--- config.mk ---
export PLATFORM = sky130hd
export DESIGN_NAME = cnn_seq_ctrl
export DESIGN_NICKNAME = d
export VERILOG_FILES = /design/src/rtl/cnn_seq_ctrl.sv
export SDC_FILE = /design/constraint.sdc
export NUM_CORES = 1
export LEC_CHECK = 0
export CAP_MARGIN = 10
export CELL_PAD_IN_SITES_DETAIL_PLACEMENT = 0
export CELL_PAD_IN_SITES_GLOBAL_PLACEMENT = 2
export CORE_MARGIN = 1.5
export CORE_UTILIZATION = 31
export DETAILED_ROUTE_END_ITERATION = 10
export GPL_TIMING_DRIVEN = 0
export PLACE_DENSITY_LB_ADDON = 0.1
export SLEW_MARGIN = 10
export SYNTH_ARGS = -nofsm -noshare
export SYNTH_HDL_FRONTEND = slang
export SYNTH_SLANG_ARGS = --single-unit
--- constraint.sdc ---
create_clock -name clk -period 2.2 [get_ports clk]
set_input_delay 0.33 -clock clk [delete_from_list [all_inputs] [get_ports clk]]
set_output_delay 0.33 -clock clk [all_outputs]
set_load 0.05 [all_outputs]
--- src/rtl/cnn_seq_ctrl.sv ---
// CNN core sequencer: loads a UART image into the image RAM, chains the layer
// engines one after another, then scans the class scores for the argmax and sends the label.
module cnn_seq_ctrl #(
  parameter int IMG_BYTES = 98,
  parameter int N_LAYERS  = 5,
  parameter int N_CLASS   = 10,
  parameter int SCORE_W   = 18
) (
  input  logic                clk,
  input  logic                rst,
  input  logic [7:0]          rx_data,
  input  logic                rx_rdy,
  output logic                img_we,
  output logic [6:0]          img_addr,
  output logic [7:0]          img_wdata,
  output logic [N_LAYERS-1:0] layer_start,
  input  logic [N_LAYERS-1:0] layer_done,
  output logic [3:0]          score_addr,
  input  logic [SCORE_W-1:0]  score_q,
  output logic                trmt,
  output logic [7:0]          tx_data,
  output logic                busy,
  output logic                ovr
);

  typedef enum logic [2:0] {LOAD, START, WAIT, SCAN, XMIT} state_t;

  localparam logic [6:0]          LAST_BYTE = 7'(IMG_BYTES - 1);
  localparam logic [6:0]          NCLS      = 7'(N_CLASS);
  localparam logic [2:0]          LAST_IDX  = 3'(N_LAYERS - 1);
  localparam logic [N_LAYERS-1:0] LS0       = {{(N_LAYERS-1){1'b0}}, 1'b1};

  state_t                     state_q, state_d;
  logic [6:0]                 cnt_q, cnt_d;
  logic [2:0]                 idx_q, idx_d;
  logic signed [SCORE_W-1:0]  max_q, max_d;
  logic [3:0]                 best_q, best_d;
  logic                       img_we_q, img_we_d;
  logic [6:0]                 img_addr_q, img_addr_d;
  logic [7:0]                 img_wdata_q, img_wdata_d;
  logic [N_LAYERS-1:0]        layer_start_q, layer_start_d;
  logic [3:0]                 score_addr_q, score_addr_d;
  logic                       trmt_q, trmt_d;
  logic [7:0]                 tx_data_q, tx_data_d;
  logic                       busy_q, busy_d;
  logic                       ovr_q, ovr_d;

  always_ff @(posedge clk or posedge rst) begin
    if (rst) begin
      state_q       <= LOAD;
      cnt_q         <= '0;
      idx_q         <= '0;
      max_q         <= '0;
      best_q        <= '0;
      img_we_q      <= 1'b0;
      img_addr_q    <= '0;
      img_wdata_q   <= '0;
      layer_start_q <= '0;
      score_addr_q  <= '0;
      trmt_q        <= 1'b0;
      tx_data_q     <= '0;
      busy_q        <= 1'b0;
      ovr_q         <= 1'b0;
    end else begin
      state_q       <= state_d;
      cnt_q         <= cnt_d;
      idx_q         <= idx_d;
      max_q         <= max_d;
      best_q        <= best_d;
      img_we_q      <= img_we_d;
      img_addr_q    <= img_addr_d;
      img_wdata_q   <= img_wdata_d;
      layer_start_q <= layer_start_d;
      score_addr_q  <= score_addr_d;
      trmt_q        <= trmt_d;
      tx_data_q     <= tx_data_d;
      busy_q        <= busy_d;
      ovr_q         <= ovr_d;
    end
  end

  always_comb begin
    state_d       = state_q;
    cnt_d         = cnt_q;
    idx_d         = idx_q;
    max_d         = max_q;
    best_d        = best_q;
    img_we_d      = 1'b0;
    img_addr_d    = img_addr_q;
    img_wdata_d   = img_wdata_q;
    layer_start_d = '0;
    score_addr_d  = score_addr_q;
    trmt_d        = 1'b0;
    tx_data_d     = tx_data_q;
    busy_d        = busy_q;
    ovr_d         = ovr_q | (rx_rdy && (state_q != LOAD));

    case (state_q)
      LOAD: begin
        if (rx_rdy) begin
          img_we_d    = 1'b1;
          img_addr_d  = cnt_q;
          img_wdata_d = rx_data;
          if (cnt_q == LAST_BYTE) begin
            cnt_d   = '0;
            idx_d   = '0;
            state_d = START;
          end else begin
            cnt_d = cnt_q + 7'd1;
          end
        end
      end
      START: begin
        layer_start_d = LS0 << idx_q;
        busy_d        = 1'b1;
        state_d       = WAIT;
      end
      WAIT: begin
        // A done pulse coincident with our own start pulse is not trusted.
        if ((layer_start_q == '0) && layer_done[idx_q]) begin
          if (idx_q == LAST_IDX) begin
            cnt_d        = '0;
            score_addr_d = '0;
            state_d      = SCAN;
          end else begin
            idx_d         = idx_q + 3'd1;
            layer_start_d = LS0 << (idx_q + 3'd1);
          end
        end
      end
      SCAN: begin
        // cnt_q counts cycles in SCAN; the score for address cnt_q-1 is on score_q.
        if (cnt_q != 7'd0) begin
          if ((cnt_q == 7'd1) || ($signed(score_q) > max_q)) begin
            max_d  = $signed(score_q);
            best_d = cnt_q[3:0] - 4'd1;
          end
        end
        if (cnt_q == NCLS) begin
          trmt_d       = 1'b1;
          tx_data_d    = {4'd0, best_d};
          score_addr_d = '0;
          cnt_d        = '0;
          state_d      = XMIT;
        end else begin
          cnt_d        = cnt_q + 7'd1;
          score_addr_d = ((cnt_q + 7'd1) < NCLS) ? (cnt_q[3:0] + 4'd1) : 4'd0;
        end
      end
      XMIT: begin
        busy_d  = 1'b0;
        state_d = LOAD;
      end
      default: state_d = LOAD;
    endcase
  end

  assign img_we      = img_we_q;
  assign img_addr    = img_addr_q;
  assign img_wdata   = img_wdata_q;
  assign layer_start = layer_start_q;
  assign score_addr  = score_addr_q;
  assign trmt        = trmt_q;
  assign tx_data     = tx_data_q;
  assign busy        = busy_q;
  assign ovr         = ovr_q;

endmodule
* After elaboration in Yosys (flattened, before gate mapping) *
Index checks and enable logic that the tools add are counted.
Widths: inputs -> output; s select.

cells by class
  shift-type cells = 2
  $add $sub $neg = 4
  bitwise gates (word level) = 1
  $lt $le $gt $ge = 3
  reductions and logical operators = 18
  equality and inequality tests = 14
  mux-type cells = 34

operator list
  cell                 number
  $mux 7               5
  $mux 3               9
  $mux 4               6
  $pmux 7 s3           1
  $gt 18x18->1         1
  $ne 2x2->1 const B   6
  $pmux 3 s4           1
  $mux 5               2
  $pmux 5 s2           1
  $reduce_and 5->1     2
  $shl 1x3->5 const A  2
  $pmux 4 s2           1
  $add 7x1->7 const B  1
  $eq 7x1->1 const B   1
  $eq 7x4->1 const B   1
  $eq 7x7->1 const B   1
  $lt 7x4->1 const B   1
  $reduce_bool 7->1    1
  $eq 3x2->1 const B   2
  $eq 3x3->1 const B   2
  $pmux 3 s2           1
  $reduce_and 3->1     2
  $reduce_bool 2->1    3
  $reduce_bool 3->1    2
  15 further kinds     21

word-level totals
  word-level logic and storage cells = 90
  input port bits = 34
  bits in registers = 67
  output and inout port bits = 36

* Logic depth before layout (Yosys ltp) *
Gate-level depths: netlist (run 1).

  depth after elaboration = 5
  mapped depth = 11

* Worst setup path after synthesis (run 1) *
Ideal clock, no wire load.

  path type = register to register
  start point = register max_q[17]
  end point = register best_q[3]
  library setup time = 125 ps
  path buffers = 2
  data required time = 2075 ps
  clock period less this slack = 2345 ps
  path slack = -145 ps
  stages on the path, launching flop included = 12
  arrival = 2220 ps
  path through = dfrtp_1 inv_1 ha_1 nand4_2 nor4_2 o21ai_1 nand3_1 o31ai_2 or2_1 buf_6 buf_6 mux2_4

between the ends
  cells in the longest elaborated chain, start to end = 4

RTL lines
  item                      RTL line  RTL
  start: declaration        36        logic signed [SCORE_W-1:0] max_q, max_d;
  start signal: assignment  68        max_q <= max_d;
  $gt 18x18->1              134       if ((cnt_q == 7'd1) || ($signed(score_q) > max_q)) begin
  $logic_or 1x1->1          134
  $mux 4                    134
  $mux 4                    133       if (cnt_q != 7'd0) begin
  end signal: assignment    69        best_q <= best_d;
  end: declaration          37        logic [3:0] best_q, best_d;

No other way between the ends.
A chain may end at the register's enable or synchronous reset.

* Worst setup path after layout (run 1) *
  start point = register max_q[12]
  end point = register max_q[10]

between the ends
  cells in the longest elaborated chain, start to end = 3

RTL lines
  item                               RTL line
  $gt 18x18->1                       134
  $logic_or 1x1->1                   134
  $reduce_and 3->1 (no source line)  -

No other way between the ends.

==> flow_metrics.py, run 1 <==
metrics = {
    "outcome": {
        "status": "finished, violations left",
        "violations": "setup timing",
    },
    "placed_design": {
        "post-place-ws_ns": -0.782,
        "globalplace.congestion": 0.756,
        "io_buffers": 65,
        "dp_hpwl_um": 5870,
    },
    "finish": {
        "most-common-layout-cells": "dfrtp_1 (60), clkdlybuf4s50_1 (52), inv_1 (27)",
        "areaGrowthSynthToFinish_pct": 44.0,
        "antenna_cells": 0,
        "layout-drive-gt1-share_pct": 28.8,
        "finalNetCount": 499,
        "mostFrequentLayoutCell": "dfrtp_1",
    },
    "timing": {
        "hold_viol_final": 0,
        "min_period_ns": 2.40,
        "worst_slack_ns": -0.204,
        "max_slew_margin_pct": 64.6,
        "clock.fmax_mhz": 416,
        "rsz0062_at_grt": "true",
        "final-setup-viol-count": 25,
        "slew_violations": 0,
        "worst_pin_slew_ns": 0.530,
        "period_share_pct": 109,
        "holdWs_ns": 0.295,
        "worst_clock_skew_ns": 0.0112,
    },
    "pwr": {
        "internal_power_mw": 3.93,
        "switchingPower_mw": 2.33,
        "totalPowerFinal_mw": 6.26,
        "total_leakage_power_nw": 2.51,
        "p_per_area_nw_per_um2": 1160,
        "switching_share_pct": 37.2,
        "combPwrFrac_pct": 49.7,
        "clkPwrFrac_pct": 21.5,
        "pwr-share-seq_pct": 28.8,
        "ir_worst_vdd_mv": 0.540,
    },
    "grt": {
        "grt_pass1_wl_um": 14600,
        "grt_max_degree": 50,
        "grt_overflow": 0,
        "antenna_found_initial": 0,
        "grt_pass1_vias": 2832,
        "grt.total_usage_pct": 14.5,
    },
    "floorplanning": {
        "num_rows": 39,
        "ios": 70,
        "die_w_um": 113,
        "die_h_um": 113,
        "die_area_um2": 12700,
        "initial_core_util_pct": 32.3,
        "coreArea_um2": 11600,
    },
    "worst_setup_path": {
        "critPathTopFamily": "buffers and inverters",
        "cpMostUsedCell": "buf_6",
        "crit_path_start_kind": "register",
        "cp_cell_sequence": "inv_2, ha_4, nand4_1, buf_6, nor4_4, a21boi_2, o21ai_2, o31ai_4, or2_1, buf_6, buf_12, mux2_4",
        "cpPeakStageDelay_ns": 0.38,
        "path_depth": 12,
        "crit_arrival_ns": 2.63,
        "crit_buf_inv": 4,
        "critPathCaptureType": "register",
        "cpMaxStageDelayCell": "dfrtp_1",
        "worstRegToRegCells": 12,
        "path_max_fanout": 10,
        "crit_type": "reg2reg",
        "required_ns": 2.42,
    },
    "synth": {
        "synthFlopType": "dfrtp_1",
        "synth_area_um2": 3730,
        "synth_seq_area_share_pct": 44.9,
        "synth-edff-count": 0,
        "ys_types": 49,
        "synth_top_area_share_pct": 44.9,
        "yosys_register_bits": 67,
        "synthArstFlopShare_pct": 100,
        "syn_inst": 334,
        "synth.avg_cell_area_um2": 11.2,
        "ys_top_cells_by_area": "dfrtp_1 (45%), ha_1 (11%), mux2_4 (7.6%)",
        "synth_warnings": 0,
        "yosys.area.top_type": "dfrtp_1",
    },
    "route": {
        "postRouteAntennaNets": 0,
        "wl_um": 8490,
        "detailedRoute.firstPassIterationCount": 4,
        "vias_per_cell": 4.71,
        "via_count": 2737,
        "drt_iter0_drc": 92,
        "wire_per_inst_um": 14.6,
        "drcViolationCount": 0,
    },
    "clock_network": {
        "cts_sinks": 67,
        "holdBufCountCts": 0,
        "cts_tree": "yes",
        "clkLatencyLatePin_ns": 0.34,
        "clockBufferDepth": 2,
        "cts-htree-levels": 3,
        "cts_root_buf": "clkbuf_16",
        "clk_pin_slew_ns": 0.07,
        "cts-buffers-inserted": 9,
    },
    "worst_hold_path": {
        "hold_class": "in2async",
    },
    "job": {
        "drv_cap": 0,
    },
}
==> per-stage QoR <==
stage	TNS, ns	instances	cell area (µm²)	util, %
global placement	-103.43	545	4600	39.8
floorplan	-1.65	337	3770	-
CTS	-4.79	573	5170	44.7
finish	-3.99	581	5370	46.5
detailed placement	-23.53	546	4630	40.0
global route	-8.17	581	5370	46.5
==> final cells by class <==
type                            count  area, µm²
Fill cell                        1105       6190
Multi-Input combinational cell    222       2130
Sequential cell                    67       1690
Timing Repair Buffer               85        843
Clock buffer                        9        225
Tap cell                          143        179
Buffer                             17        136
Inverter                           31        119
Clock inverter                      7       52.6
==> timing repair <==
action                     CTS  global route
gates resized for setup     41            32
setup endpoints to repair   44            46
pin swaps                   18             9
buffers inserted            10             8
hold endpoints to repair     0             0
gates cloned                 1             0
==> power groups by stage <==
stage / Sequential, mW / Clock, mW / Combinational (mW)
CTS: 1.80 / 1.38 / 2.86
floorplan: 1.91 / 0 / 1.72
finish: 1.80 / 1.35 / 3.11
global route: 1.85 / 1.44 / 3.43
detailed placement: 1.80 / 0 / 2.44
global placement: 1.80 / 0 / 2.43
==> registers in the layout, summed over array words and instances, names as in the netlist <==
name and cells:
layer_start 5, img_we 1, score_addr 4, trmt 1
busy 1, tx_data 4, idx_q 3, ovr 1
max_q 18, state_q 3, best_q 4, img_wdata 8
img_addr 7, cnt_q 7
==> synth_stat cells, types with 2 or more instances <==
library cell   n
nor3_1         5
o31ai_1        4
buf_6          3
nor2_1        13
mux2_1        11
buf_2          5
nand4_1        3
nor2b_1        3
o21ai_0        6
xor2_1         4
and3_1         4
a21o_1         3
buf_4          4
nor4_2         2
inv_1         31
mux2_4        19
a21oi_1       15
o31ai_2        4
mux2i_1        5
ha_1          32
nand2_1       20
dfrtp_1       67
and2_1         2
a22o_1         4
xnor2_1        2
or2_1          2
o21ai_1       17
nor4b_2        2
mux2_2         6
nand2b_1       4
clkbuf_1       4
nand3_1       11
==> path summary, 6_finish.rpt <==
path                                       start                    end  slack (ns)
max                        max_q[12]$_DFFE_PP0P_  max_q[10]$_DFFE_PP0P_       -0.20
max reg2reg                max_q[12]$_DFFE_PP0P_  max_q[10]$_DFFE_PP0P_       -0.20
min in group clk                     score_q[10]  max_q[10]$_DFFE_PP0P_        0.30
max in group asynchronous                    rst   cnt_q[0]$_DFFE_PP0P_        1.35
min                                          rst  max_q[12]$_DFFE_PP0P_        0.29
min reg2reg                        ovr$_DFF_PP0_          ovr$_DFF_PP0_        0.46
==> routing by layer <==
| metal | share of wire (%) | GRT usage (%) | wire length, µm |
|---|---|---|---|
| met1 | 54 | 21.5 | 4550 |
| met2 | 40 | 20.9 | 3390 |
| met3 | 4.7 | 2.73 | 398 |
| met4 | 1.7 | 5.57 | 144 |
| met5 | 0 | 0 | 0 |
==> logic make-up after synthesis <==
kind of cell             count (synthesis)  share of synthesized area (%)
AO/OA/AOI/OAI                           59                           10.3
flip-flops                              67                           44.9
XOR/XNOR                                 6                           1.41
adder cells (fa/ha/maj)                 32                           10.7
AND/OR/NAND/NOR                         79                           11.8
multiplexers                            42                           14.7
other                                    1                          0.101
buffers and inverters                   48                           6.00
No activity file was read; power rests on OpenSTA's default activity.
==> inputs of run 2 (changes only) <==
CORE_UTILIZATION = 30   (was 31)
GPL_TIMING_DRIVEN = default   (was 0)
SLEW_MARGIN = 20   (was 10)
==> flow_metrics.py, run 2 (synthesized netlist as in run 1, its figures left out) <==
metrics = {
    "route": {
        "wire_per_inst_um": 14.1,
        "postRouteAntennaNets": 0,
        "via_count": 2757,
        "vias_per_cell": 4.50,
        "detailedRoute.firstPassIterationCount": 4,
        "wl_um": 8640,
        "drt_iter0_drc": 70,
        "drcViolationCount": 0,
    },
    "finish": {
        "most-common-layout-cells": "dfrtp_1 (64), clkdlybuf4s50_1 (52), buf_4 (38)",
        "layout-drive-gt1-share_pct": 27.4,
        "mostFrequentLayoutCell": "dfrtp_1",
        "multi_input_area_um2": 2020,
        "largest_reg_flops": 18,
        "final_cells": 613,
        "fillers": 1181,
        "areaGrowthSynthToFinish_pct": 44.0,
        "utilization_pct": 44.5,
        "top_register": "max_q",
        "antenna_cells": 0,
        "regArea_um2": 1680,
        "finalNetCount": 506,
    },
    "timing": {
        "worst_pin_slew_ns": 0.562,
        "max_slew_margin_pct": 62.4,
        "rsz0062_at_grt": "true",
        "clock.fmax_mhz": 421,
        "worst_slack_ns": -0.178,
        "period_share_pct": 108,
        "hold_viol_final": 0,
        "setup_tns_ns": -3.49,
        "min_period_ns": 2.38,
        "final-setup-viol-count": 22,
        "slew_violations": 0,
        "worst_clock_skew_ns": 0.00560,
    },
    "worst_setup_path": {
        "path_max_fanout": 10,
        "r2r_setup_slack_ns": -0.14,
        "critPathCaptureType": "register",
        "crit_type": "in2reg",
        "required_ns": 2.42,
        "crit_arrival_ns": 2.60,
        "crit_path_start_kind": "input port",
    },
    "placed_design": {
        "globalplace.congestion": 0.739,
        "placed_cells": 587,
        "io_buffers": 65,
        "dp_hpwl_um": 6070,
    },
    "floorplanning": {
        "initial_core_util_pct": 30.9,
        "die_area_um2": 13100,
        "num_rows": 40,
        "coreArea_um2": 12100,
        "die_w_um": 115,
        "die_h_um": 115,
        "ios": 70,
    },
    "worst_hold_path": {
        "hold_class": "in2async",
    },
    "grt": {
        "grt.total_usage_pct": 14.3,
        "grt_pass1_wl_um": 14200,
        "grt_overflow": 0,
        "grt_pass1_vias": 2727,
        "grt_max_degree": 68,
        "antenna_found_initial": 0,
    },
    "pwr": {
        "pwr-share-seq_pct": 28.1,
        "total_leakage_power_nw": 2.54,
        "internal_power_mw": 4.09,
        "switchingPower_mw": 2.20,
        "clkPwrFrac_pct": 23.9,
        "ir_worst_vdd_mv": 0.373,
        "p_per_area_nw_per_um2": 1170,
        "switching_share_pct": 35.0,
        "combPwrFrac_pct": 48.0,
        "totalPowerFinal_mw": 6.29,
    },
    "clock_network": {
        "cts_tree": "yes",
        "clkLatencyLatePin_ns": 0.34,
        "cts_root_buf": "clkbuf_16",
        "holdBufCountCts": 0,
        "clk_pin_slew_ns": 0.05,
        "cts-htree-levels": 3,
        "clockBufferDepth": 2,
        "cts-buffers-inserted": 9,
        "cts_sinks": 67,
    },
    "outcome": {
        "status": "finished, violations left",
        "violations": "setup timing",
    },
    "job": {
        "drv_cap": 0,
    },
}
## run 2: metrics by stage
stage | instance area, µm² | hold slack (ns) | setup WS [ns]
2_1_floorplan | 3770 | 0.464 | -0.0872
3_3_place_gp | 4820 | 0.451 | -0.647
3_5_place_dp | 4820 | 0.461 | -0.649
4_1_cts | 5280 | 0.374 | -0.144
5_1_grt | 5370 | 0.386 | -0.263
6_report | 5370 | 0.387 | -0.178
## run 2: final timing paths
| check | to | cells after the start | start |
|---|---|---|---|
| worst max-delay path | max_q[13]$_DFFE_PP0P_ | 10 | score_q[4] |
| worst min-delay path | max_q[11]$_DFFE_PP0P_ | 3 | rst |
| worst max register to register | max_q[13]$_DFFE_PP0P_ | 11 | max_q[17]$_DFFE_PP0P_ |
| worst min register to register | ovr$_DFF_PP0_ | 1 | ovr$_DFF_PP0_ |
| max in group asynchronous | layer_start[3]$_DFF_PP0_ | 3 | rst |
| min in group clk | max_q[6]$_DFFE_PP0P_ | 2 | score_q[6] |
## run 2: final cells by class
type                            count  area share, %
Tap cell                          168           3.91
Inverter                           31           2.17
Sequential cell                    67           31.3
Timing Repair Buffer              109           19.2
Multi-Input combinational cell    222           37.6
Clock inverter                      3          0.839
Clock buffer                       13           5.03
## run 2: what timing repair did
item,in CTS,in global routing
gates resized for setup,30,11
endpoints found under the setup margin,28,33
cloned,1,0
setup buffers,4,5
pin swaps,11,1
## run 2: power by group through the flow
stage	combinational, mW	clock, mW	sequential [mW]
floorplan	1.72	0	1.91
finish	3.02	1.51	1.76
global placement	2.67	0	1.76
CTS	2.95	1.55	1.76
global route	3.35	1.61	1.80
detailed placement	2.67	0	1.77
## run 2: layer usage
layer	global-route usage [%]	vias up	share of wire (%)
met5	0	-	0
met1	20.7	1316	53
met2	19.7	59	41
met4	6.25	0	1.6
li1	-	1372	-
met3	3.76	10	4.4
## run 2: critical path, stage by stage
cell and delay [ns]:
clkdlybuf4s50_1 0.43, ha_1 0.33, nand4_1 0.21, nor4_4 0.05, a21boi_2 0.15, o21ai_1 0.22
o31ai_4 0.11, or2_4 0.29, buf_12 0.17, mux2_4 0.29
==> inputs of run 3 (changes only) <==
CORE_UTILIZATION = 31   (was 30)
GPL_ROUTABILITY_DRIVEN = 1   (was default)
TNS_END_PERCENT = 5   (was default)
==> flow_metrics.py, run 3 (synthesized netlist as in run 1, its figures left out) <==
metrics = {
    "clock_network": {
        "cts_sinks": 67,
        "cts_root_buf": "clkbuf_16",
        "clkLatencyLatePin_ns": 0.33,
        "clk_pin_slew_ns": 0.06,
        "cts-buffers-inserted": 9,
        "holdBufCountCts": 0,
        "cts_tree": "yes",
        "clockBufferDepth": 2,
        "cts-htree-levels": 3,
    },
    "pwr": {
        "switchingPower_mw": 2.25,
        "total_leakage_power_nw": 2.60,
        "combPwrFrac_pct": 50.1,
        "ir_worst_vdd_mv": 0.400,
        "p_per_area_nw_per_um2": 1150,
        "clkPwrFrac_pct": 21.5,
        "switching_share_pct": 36.2,
        "pwr-share-seq_pct": 28.4,
        "internal_power_mw": 3.96,
    },
    "timing": {
        "final-setup-viol-count": 22,
        "period_share_pct": 111,
        "slew_violations": 0,
        "rsz0062_at_grt": "true",
        "worst_pin_slew_ns": 0.539,
        "holdWs_ns": 0.282,
        "max_slew_margin_pct": 64.0,
        "worst_clock_skew_ns": 0.0119,
        "hold_viol_final": 0,
        "min_period_ns": 2.45,
        "worst_slack_ns": -0.247,
        "clock.fmax_mhz": 409,
    },
    "finish": {
        "layout-drive-gt1-share_pct": 27.4,
        "top_register": "max_q",
        "largest_reg_flops": 18,
        "finalNetCount": 507,
        "most-common-layout-cells": "dfrtp_1 (67), clkdlybuf4s50_1 (53), buf_4 (38)",
        "utilization_pct": 46.7,
        "antenna_cells": 0,
        "mostFrequentLayoutCell": "dfrtp_1",
        "areaGrowthSynthToFinish_pct": 44.7,
        "fillers": 1117,
        "finalInstanceArea_um2": 5400,
    },
    "route": {
        "detailedRoute.firstPassIterationCount": 4,
        "via_count": 2766,
        "drcViolationCount": 0,
        "drt_iter0_drc": 72,
        "wire_per_inst_um": 14.8,
        "postRouteAntennaNets": 0,
        "vias_per_cell": 4.70,
        "wl_um": 8700,
    },
    "worst_setup_path": {
        "worst_setup_path_startpoint": "score_q[3]",
        "endpoint": "max_q[17]$_DFFE_PP0P_",
        "worstRegToRegCells": 11,
        "r2r_setup_slack_ns": -0.20,
        "rr_endpoint": "max_q[17]$_DFFE_PP0P_",
        "required_ns": 2.41,
        "crit_path_start_kind": "input port",
        "timing.rr.start": "max_q[12]$_DFFE_PP0P_",
        "crit_arrival_ns": 2.66,
        "critPathCaptureType": "register",
        "crit_type": "in2reg",
        "path_max_fanout": 5,
    },
    "floorplanning": {
        "die_h_um": 113,
        "initial_core_util_pct": 32.3,
        "coreArea_um2": 11600,
        "ios": 70,
        "die_w_um": 113,
        "num_rows": 39,
        "die_area_um2": 12700,
    },
    "grt": {
        "grt_max_degree": 68,
        "grt_overflow": 0,
        "grt.total_usage_pct": 14.7,
        "antenna_found_initial": 0,
        "grt_pass1_wl_um": 14600,
        "grt_pass1_vias": 2829,
    },
    "placed_design": {
        "io_buffers": 65,
        "post-place-ws_ns": -0.639,
        "dpl-instance-area_um2": 4800,
        "dp_hpwl_um": 6100,
        "globalplace.congestion": 0.760,
    },
    "outcome": {
        "violations": "setup timing",
        "status": "finished, violations left",
    },
    "worst_hold_path": {
        "hold_class": "in2reg",
    },
    "job": {
        "drv_cap": 0,
    },
}
==> run 3: cell count changes in the layout (fill, tap and decap cells not counted), moves of 3 or more <==
cell	previous run	this run
dlymetal6s2s_1	0	6
ha_1	24	20
dfrtp_1	64	67
dlygate4sd2_1	13	6
ha_4	7	11
dfrtp_2	3	0
==> run 3: area by class of cell <==
cell class | count | area, µm² | share of cell area [%]
sequential | 67 | 1680 | 31.1
multi-input combinational | 222 | 2060 | 38.2
clock inverter | 5 | 37.5 | 0.695
clock buffer | 11 | 243 | 4.50
timing repair buffer | 110 | 1080 | 20.1
tap | 143 | 179 | 3.31
inverter | 31 | 116 | 2.16
==> run 3: how the worst min path moves through the flow <==
stage	startpoint	endpoint	slack [ns]	cells past startpoint
global placement	ovr$_DFF_PP0_	ovr$_DFF_PP0_	0.45	1
global route	score_q[13]	max_q[13]$_DFFE_PP0P_	0.28	2
floorplan	best_q[1]$_DFFE_PP0P_	best_q[1]$_DFFE_PP0P_	0.46	1
detailed placement	ovr$_DFF_PP0_	ovr$_DFF_PP0_	0.46	1
finish	score_q[13]	max_q[13]$_DFFE_PP0P_	0.28	2
CTS	score_q[8]	max_q[8]$_DFFE_PP0P_	0.38	2
==> run 3: timing repair <==
item	in CTS	in global routing
pin swaps	10	12
resized for setup	20	21
setup endpoints to repair	29	37
gates cloned	1	2
setup buffers	1	3
==> run 3: worst max-delay path, cell delays in order <==
cell and delay (ns):
clkdlybuf4s50_1 0.46, ha_4 0.29, a21o_1 0.12, nand3_2 0.12
a2111oi_4 0.31, buf_4 0.17, o31ai_4 0.06, or2_4 0.31
clkbuf_16 0.18, mux2_4 0.29
==> run 3: per-layer routing <==
metal / share of wire (%) / GRT usage [%]
met1: 52 / 21.2
met5: 0 / 0
met2: 42 / 21.6
met3: 4.2 / 3.16
met4: 1.3 / 5.57
==> run 3: power groups by stage <==
stage	logic (mW)	registers, mW	clock network (mW)
2_1_floorplan	1.72	1.90	0
3_3_place_gp	2.65	1.77	0
3_5_place_dp	2.68	1.76	0
4_1_cts	2.90	1.76	1.39
5_1_grt	3.43	1.80	1.45
6_report	3.12	1.76	1.34
==> run 3: stage by stage <==
step           power [mW]  cells  setup TNS (ns)
3_5_place_dp         4.44    566          -17.00
2_1_floorplan        3.62    337           -1.83
4_1_cts              6.05    584           -4.43
5_1_grt              6.68    589           -7.23
3_3_place_gp         4.42    566          -15.63
6_report             6.22    589           -4.86
